[src/rtl/dscrptr_src_arb_mux.sv]
// rtl/dscrptr_src_arb_mux.sv - N-source descriptor arbiter/mux (round-robin or fixed priority)
// Picks one requester, fetches or takes its descriptor, issues it downstream and pulses gnt/inv.
module dscrptr_src_arb_mux #(
  parameter int NUM_SRC           = 4,
  parameter int SRC_ID_WIDTH      = 2,
  parameter int DSCRPTR_NUM_WIDTH = 2,
  parameter int DSCRPTR_WIDTH     = 133,
  parameter int VALID_BIT_POS     = 0,
  parameter int ARB_MODE          = 0
) (
  input  logic                                   clock,
  input  logic                                   reset,
  input  logic [NUM_SRC-1:0]                     src_req,
  input  logic [NUM_SRC-1:0]                     src_strm,
  input  logic [NUM_SRC*DSCRPTR_NUM_WIDTH-1:0]   src_dscrptr_num,
  input  logic [NUM_SRC*32-1:0]                  src_strm_addr,
  input  logic [NUM_SRC*DSCRPTR_WIDTH-1:0]       src_dscrptr,
  output logic [NUM_SRC-1:0]                     src_gnt,
  output logic [NUM_SRC-1:0]                     src_inv,
  output logic                                   int_rd_req,
  output logic [DSCRPTR_NUM_WIDTH-1:0]           int_rd_num,
  input  logic                                   int_rd_vld,
  input  logic [DSCRPTR_WIDTH-1:0]               int_rd_data,
  output logic                                   dscrptr_vld,
  input  logic                                   dscrptr_rdy,
  output logic [DSCRPTR_WIDTH-1:0]               dscrptr,
  output logic [DSCRPTR_NUM_WIDTH-1:0]           dscrptr_num,
  output logic                                   dscrptr_strm,
  output logic [31:0]                            dscrptr_strm_addr,
  output logic [SRC_ID_WIDTH-1:0]                dscrptr_src_id,
  output logic                                   busy
);

  typedef enum logic [2:0] {S_IDLE, S_FETCH, S_ISSUE, S_RELEASE, S_INVALID} state_t;

  localparam logic [NUM_SRC-1:0] ONE_HOT0 = NUM_SRC'(1);

  state_t                         state_q;
  logic [SRC_ID_WIDTH-1:0]        ptr_q, id_q;
  logic [DSCRPTR_NUM_WIDTH-1:0]   num_q;
  logic                           strm_q, vld_q, rd_req_q, busy_q;
  logic [31:0]                    addr_q;
  logic [DSCRPTR_WIDTH-1:0]       dscrptr_q;
  logic [NUM_SRC-1:0]             gnt_q, inv_q;

  logic [SRC_ID_WIDTH-1:0]        base, hi_id, lo_id, win_id;
  logic                           hi_found, lo_found;
  logic [DSCRPTR_NUM_WIDTH-1:0]   win_num;
  logic                           win_strm;
  logic [31:0]                    win_addr;
  logic [DSCRPTR_WIDTH-1:0]       win_dscrptr;

  // Round-robin: first requester at or above the pointer, else lowest overall (wrap-around).
  always_comb begin
    base     = (ARB_MODE == 0) ? ptr_q : '0;
    hi_found = 1'b0;
    lo_found = 1'b0;
    hi_id    = '0;
    lo_id    = '0;
    for (int i = NUM_SRC - 1; i >= 0; i--) begin
      if (src_req[i]) begin
        lo_found = 1'b1;
        lo_id    = SRC_ID_WIDTH'(i);
        if (i >= int'(base)) begin
          hi_found = 1'b1;
          hi_id    = SRC_ID_WIDTH'(i);
        end
      end
    end
    win_id      = hi_found ? hi_id : lo_id;
    win_num     = '0;
    win_strm    = 1'b0;
    win_addr    = '0;
    win_dscrptr = '0;
    for (int i = 0; i < NUM_SRC; i++) begin
      if (SRC_ID_WIDTH'(i) == win_id) begin
        win_num     = src_dscrptr_num[i*DSCRPTR_NUM_WIDTH +: DSCRPTR_NUM_WIDTH];
        win_strm    = src_strm[i];
        win_addr    = src_strm_addr[i*32 +: 32];
        win_dscrptr = src_dscrptr[i*DSCRPTR_WIDTH +: DSCRPTR_WIDTH];
      end
    end
  end

  always_ff @(posedge clock or posedge reset) begin
    if (reset) begin
      state_q   <= S_IDLE;
      ptr_q     <= '0;
      id_q      <= '0;
      num_q     <= '0;
      strm_q    <= 1'b0;
      addr_q    <= '0;
      dscrptr_q <= '0;
      vld_q     <= 1'b0;
      rd_req_q  <= 1'b0;
      busy_q    <= 1'b0;
      gnt_q     <= '0;
      inv_q     <= '0;
    end else begin
      gnt_q <= '0;
      inv_q <= '0;
      case (state_q)
        S_IDLE: begin
          if (lo_found) begin
            id_q   <= win_id;
            num_q  <= win_num;
            strm_q <= win_strm;
            addr_q <= win_strm ? win_addr : 32'd0;
            busy_q <= 1'b1;
            if (win_strm) begin
              dscrptr_q <= win_dscrptr;
              if (win_dscrptr[VALID_BIT_POS]) begin
                state_q <= S_ISSUE;
                vld_q   <= 1'b1;
              end else begin
                state_q <= S_INVALID;
                inv_q   <= ONE_HOT0 << win_id;
              end
            end else begin
              state_q  <= S_FETCH;
              rd_req_q <= 1'b1;
            end
          end
        end
        S_FETCH: begin
          if (int_rd_vld) begin
            rd_req_q  <= 1'b0;
            dscrptr_q <= int_rd_data;
            if (int_rd_data[VALID_BIT_POS]) begin
              state_q <= S_ISSUE;
              vld_q   <= 1'b1;
            end else begin
              state_q <= S_INVALID;
              inv_q   <= ONE_HOT0 << id_q;
            end
          end
        end
        S_ISSUE: begin
          if (dscrptr_rdy) begin
            state_q <= S_RELEASE;
            vld_q   <= 1'b0;
            gnt_q   <= ONE_HOT0 << id_q;
          end
        end
        default: begin
          // RELEASE and INVALID both finish the transaction and advance the pointer.
          state_q <= S_IDLE;
          busy_q  <= 1'b0;
          if (ARB_MODE == 0)
            ptr_q <= (id_q == SRC_ID_WIDTH'(NUM_SRC - 1)) ? '0 : id_q + 1'b1;
        end
      endcase
    end
  end

  assign src_gnt           = gnt_q;
  assign src_inv           = inv_q;
  assign int_rd_req        = rd_req_q;
  assign int_rd_num        = num_q;
  assign dscrptr_vld       = vld_q;
  assign dscrptr           = dscrptr_q;
  assign dscrptr_num       = num_q;
  assign dscrptr_strm      = strm_q;
  assign dscrptr_strm_addr = addr_q;
  assign dscrptr_src_id    = id_q;
  assign busy              = busy_q;

endmodule

[config.mk]
export PLATFORM = sky130hd
export DESIGN_NAME = dscrptr_src_arb_mux
export DESIGN_NICKNAME = d
export VERILOG_FILES = /design/src/rtl/dscrptr_src_arb_mux.sv
export SDC_FILE = /design/constraint.sdc
export NUM_CORES = 1
export LEC_CHECK = 0
export CAP_MARGIN = 10
export CORE_AREA = 2 2 382 384
export CTS_BUF_LIST = sky130_fd_sc_hd__clkbuf_2
export DETAILED_ROUTE_END_ITERATION = 10
export DIE_AREA = 0 0 384 386
export GPL_TIMING_DRIVEN = 0
export PLACE_DENSITY_LB_ADDON = 0.25
export SYNTH_ARGS = -nofsm -noshare
export SYNTH_HDL_FRONTEND = slang
export SYNTH_SLANG_ARGS = --single-unit
[constraint.sdc]
create_clock -name clock -period 6.35 [get_ports clock]
set_input_delay 1.27 -clock clock [delete_from_list [all_inputs] [get_ports clock]]
set_output_delay 1.27 -clock clock [all_outputs]
set_load 0.1 [all_outputs]
Word-level counts from Yosys, hierarchy flattened --
Index checks and enable logic that the tools add are counted.
Storage, ports and cells: flip-flop bits (word level) 186, input port bits 813, output and inout bits 183, logic and storage cells 115
Operators by class: add/sub/neg operators 1, $lt $le $gt $ge 3, eq/ne operators 13, shift operators 2, mux-type cells 71, bitwise logic cells 1, reductions and logical operators 12
Operator list (count):
- two-way mux 133 bit | 7
- one-hot mux 133 bit (2 select lines) | 1
- two-way mux 32 bit | 5
- two-way mux 2 bit | 16
- two-way mux 4 bit | 7
- two-way mux 1 bit | 24
- two-way mux 3 bit | 6
- inequality test 2 bit (second input constant) | 7
- one-hot mux 3 bit (3 select lines) | 1
- one-hot mux 4 bit (2 select lines) | 1
- AND reduction 4 bit | 2
- left shift 1 x 2 -> 4 bit (first input constant) | 2
- AND reduction 7 bit | 1
- equality test 2 bit (first input constant) | 2
- >= comparator 1 x 2 -> 1 bit (first input constant) | 2
- one-hot mux 1 bit (2 select lines) | 2
- AND reduction 2 bit | 2
- equality test 3 x 1 -> 1 bit (second input constant) | 1
- equality test 3 x 2 -> 1 bit (second input constant) | 1
- zero test 3 bit | 1
- one-hot mux 1 bit (3 select lines) | 1
- AND reduction 3 bit | 1
- nonzero test 3 bit | 1
- OR reduction 3 bit | 1
- other kinds (8) | 8

Longest topological paths before layout --
depth after elaboration 17, mapped depth 11, gate-level depth less buffers 7

Least setup slack after synthesis --
No wires, ideal clock.
path type input-to-reg, start point input port src_req[2], end point register dscrptr_q[10], in the netlist dscrptr[10], setup time 0.120 ns, arrival time 2.969 ns, required time 6.230 ns, path slack 3.262 ns, cell stages on the path 9, buffers on the path 2, cells stage by stage nor2b_1 -> a211oi_2 -> nor2_1 -> mux2_2 -> a311oi_2 -> buf_2 -> buf_4 -> a211oi_1 -> a21o_1
Between the ends: cells in the longest elaborated chain, start to end 14, elaborated cells between the ends (all ways) 35, those cells by class 5 x eq/ne; 28 x mux; 2 x reduce/logical
RTL lines:
- from (decl) | RTL line 13 | input logic [NUM_SRC-1:0] src_req,
- two-way mux 2 bit / two-way mux 1 bit (equally long branches) | RTL line 61 | if (src_req[i]) begin
- two-way mux 2 bit / two-way mux 1 bit (equally long branches) | RTL line 64 | if (i >= int'(base)) begin
- two-way mux 2 bit / two-way mux 1 bit (equally long branches) | RTL line 61
- two-way mux 2 bit / two-way mux 1 bit (equally long branches) | RTL line 64
- two-way mux 2 bit / two-way mux 1 bit (equally long branches) | RTL line 61
- two-way mux 2 bit | RTL line 70 | win_id = hi_found ? hi_id : lo_id;
- zero test 2 bit | RTL line 76 | if (SRC_ID_WIDTH'(i) == win_id) begin
- two-way mux 133 bit (4 in a row) | RTL line 76
- two-way mux 133 bit | RTL line 110 | if (win_strm) begin
- two-way mux 133 bit | RTL line 104 | if (lo_found) begin
- one-hot mux 133 bit (2 select lines) | RTL line 102 | case (state_q)
- to (signal assigned) | RTL line 111 | dscrptr_q <= win_dscrptr;
- to (signal assigned) | RTL line 128 | dscrptr_q <= int_rd_data;
- to (decl) | RTL line 43 | logic [DSCRPTR_WIDTH-1:0] dscrptr_q;
Several ways; a longest one is shown, not always the timed one. The select of a mux whose other input is x is not followed. A chain may end at the register's enable or synchronous reset.

Worst setup path after layout --
start point input port src_req[2], end point register dscrptr_q[123], in the netlist dscrptr[123]
Same word-level chain as after synthesis.

==> run metrics <==
Vias=16002; Placed Cells=4328; CP Cell Sequence=clkdlybuf4s50_1 -> nor2b_1 -> a211oi_2 -> nor2_1 -> buf_2 -> nand3_1 -> clkbuf_1 -> o22ai_1 -> a211oi_1 -> a21o_1; Final Net Count=3247; CTS H-Tree Depth=4; top post-synthesis cells by count=264 x o22ai_1, 189 x nand2_1, 186 x dfrtp_1; final setup vio count=0; Clk pwr share=5.7%; Ys Warns=0; clock sinks=~190; Post-synth EDFFs=0; area share of the largest cell type after synthesis=37.4%; Slew HR=12.2%; FP Rows=140; core outline area=between 100000 and 150000 um2; Non-Filler Instances=about 4400; Critical R2R Launch=state_q[1]$_DFFE_PP0P_; Mapped Avg Cell Area=8.82 um2; max-slew violation count=0; GPL Wtd Cong=0.855; Filler Cell Count=16351; clk slew on worst S/H paths=~0.37 ns; outcome=complete, no violations; Tmin final=4.31 ns; initial antenna violation count=31; top_reg_cell synth=dfrtp_1; CP Capture Type=register; number of global-route vias before repair=16688; clk_skew=slightly below 0.07 ns; VDD IR max=0.000264 V; TritonCTS Buffers=17; Crit Path Category=input pin to register; PostCTS Resize Cnt=0; Synth Register Bits=between 150 and 200; max_cap viols=0; Pwr Total=13.7 mW; Worst Hold Class=input pin to async pin; Worst EP required=around 7.5 ns; DIE AREA=148000 um2; first-pass GRT wire length=approximately 140000 um; clock tree root driver cell=clkbuf_2; Fmax achieved=232 MHz; most numerous cell in the Yosys netlist=o22ai_1; Die Wd=between 300 and 400 um; Worst Tran Pin Value=roughly 1.3 ns; Place WS=0.624 ns; Synth async-reset ratio=100%; Unique masters post-synth=36; gr usage total=13.8%; Post-DRT Antenna Nets=0; post-synthesis sequential area ratio=37.4%; Worst Reg-to-Reg Cells=9; number of I/O port buffers=995; clk_lat worst skew=1.17 ns; DRC=0; Critical Path Slowest Stage Cell=nand3_1; Synth area leaders=dfrtp_1 37%, o22ai_1 13%, mux2_2 12%; Power Internal=5.01 mW; crit path DAT=approximately 5.4 ns; Congestion Overflow GR=0; clock buffer depth=2; cts hold-fix bufs=0; RSZ-0062 raised after global routing=no; DR WL/cell=24.5 um; switching power=8.69 mW; DP HPWL=91600 um; Worst Setup SP=src_req[2]; WP buf/inv=3; stages on the worst setup path=10; PnR worst setup slack=between 2 and 2.5 ns; Tcrit/Tclk final=67.9%; total routed wirelength=107000 um; crit path launch type=input pin; layout cells sized above 1=9.70%; CTS tree=yes; Mapped Cells=between 1000 and 1500; biggest cell delay along the critical path=0.79 ns; drt first pass iters=5; effective utilization at floorplan=under 10%; Syn-to-layout area delta=103%; I/O Pins=996; post-layout util=17.5%; Gate power share=79.2%; initial DRC count=~670; Worst Path Max Fanout=10; postcts setup bufs=0; Fin. Hold Viols=0; maximum number of pins on one net before global-route repair=95; sequential power share=between 15 and 20%; CP top delay family=buffers and inverters; Die H=386 um; power per cell area=around 540 nW/um2; Leakage=9.69 nW; leading area contributor after synthesis=dfrtp_1; switching share of power=between 60% and 70%; Synth Net Count=2227; mapped cell area=12400 um2; via density per instance=around 3.7
## cell usage in the layout, fill, tap and decap left out, types with 19 or more instances in the layout
| master | synthesis | final |
|---|---|---|
| buf_4 | 19 | 19 |
| a21oi_1 | 72 | 72 |
| clkdlybuf4s50_1 | 0 | 995 |
| nand2_1 | 189 | 189 |
| dfrtp_1 | 186 | 186 |
| clkbuf_2 | 0 | 24 |
| o21ai_0 | 69 | 69 |
| o22ai_1 | 264 | 264 |
| mux2_2 | 134 | 134 |
| clkbuf_1 | 97 | 90 |
| buf_2 | 34 | 34 |
| a211oi_1 | 134 | 134 |
| a21o_1 | 135 | 135 |
## metrics by stage
step	instance area, um2	hold WS, ns	setup TNS [ns]
3_5_place_dp	24900	0.465	0
6_report	25300	0.505	0
5_1_grt	25200	0.244	0
2_1_floorplan	12400	0.463	0
4_1_cts	25200	0.270	0
3_3_place_gp	24800	0.458	-742.75
## cells by family after synthesis
family	count (synthesis)	synth area share (%)
AND/OR/NAND/NOR	229	7.42
adder cells (fa/ha/maj)	4	0.403
multiplexers	137	12.4
AO/OA/AOI/OAI	690	36.5
flip-flops	186	37.4
buffers and inverters	164	5.87
## final timing paths
check,to,slack [ns]
max,dscrptr[123]$_DFFE_PP0P_,2.04
min,dscrptr[124]$_DFFE_PP0P_,0.51
max reg2reg,dscrptr[123]$_DFFE_PP0P_,2.17
min reg2reg,dscrptr[31]$_DFFE_PP0P_,0.52
max in group asynchronous,dscrptr_strm_addr[16]$_DFFE_PP0P_,4.70
min in group clock,dscrptr[31]$_DFFE_PP0P_,0.52
## final cells by class
cell class | count | area [um2] | area share (%)
buffer | 156 | 708 | 2.80
timing repair buffer | 1001 | 10100 | 39.9
clock inverter | 15 | 200 | 0.792
clock buffer | 17 | 85.1 | 0.337
tap | 1917 | 2400 | 9.49
antenna | 16 | 40.0 | 0.158
multi-input combinational | 1060 | 7050 | 27.9
sequential | 186 | 4650 | 18.4
inverter | 8 | 37.5 | 0.149
## worst reg2reg max path, delay by kind of cell (launching register included)
family                 cells  cell delay [ns]
flip-flops                 1             0.44
AND/OR/NAND/NOR            3             1.25
AO/OA/AOI/OAI              3             0.99
buffers and inverters      3             1.47
## power groups by stage
| stage | Clock (mW) | Sequential [mW] | Combinational [mW] |
|---|---|---|---|
| finish | 0.783 | 2.07 | 10.8 |
| global route | 0.903 | 2.14 | 11.4 |
| CTS | 0.860 | 2.07 | 11.0 |
| detailed placement | 0 | 2.09 | 11.0 |
| global placement | 0 | 2.08 | 11.0 |
| floorplan | 0 | 5.69 | 3.38 |
## flip-flops by register name (all words and copies together) (netlist names), 2 cells and up
| register | count |
|---|---|
| dscrptr_strm_addr | 32 |
| src_inv | 4 |
| dscrptr_num | 2 |
| dscrptr_src_id | 2 |
| dscrptr | 133 |
| src_gnt | 4 |
| base | 2 |
| state_q | 3 |
## per-layer routing
layer,vias to the layer above,GRT usage [%],routed length [um]
met2,638,24.2,54000
met3,103,3.94,7230
met4,12,3.44,2140
li1,7475,-,-
met5,-,0,71
met1,7774,16.4,43700
No activity file was read; power rests on OpenSTA's default activity.
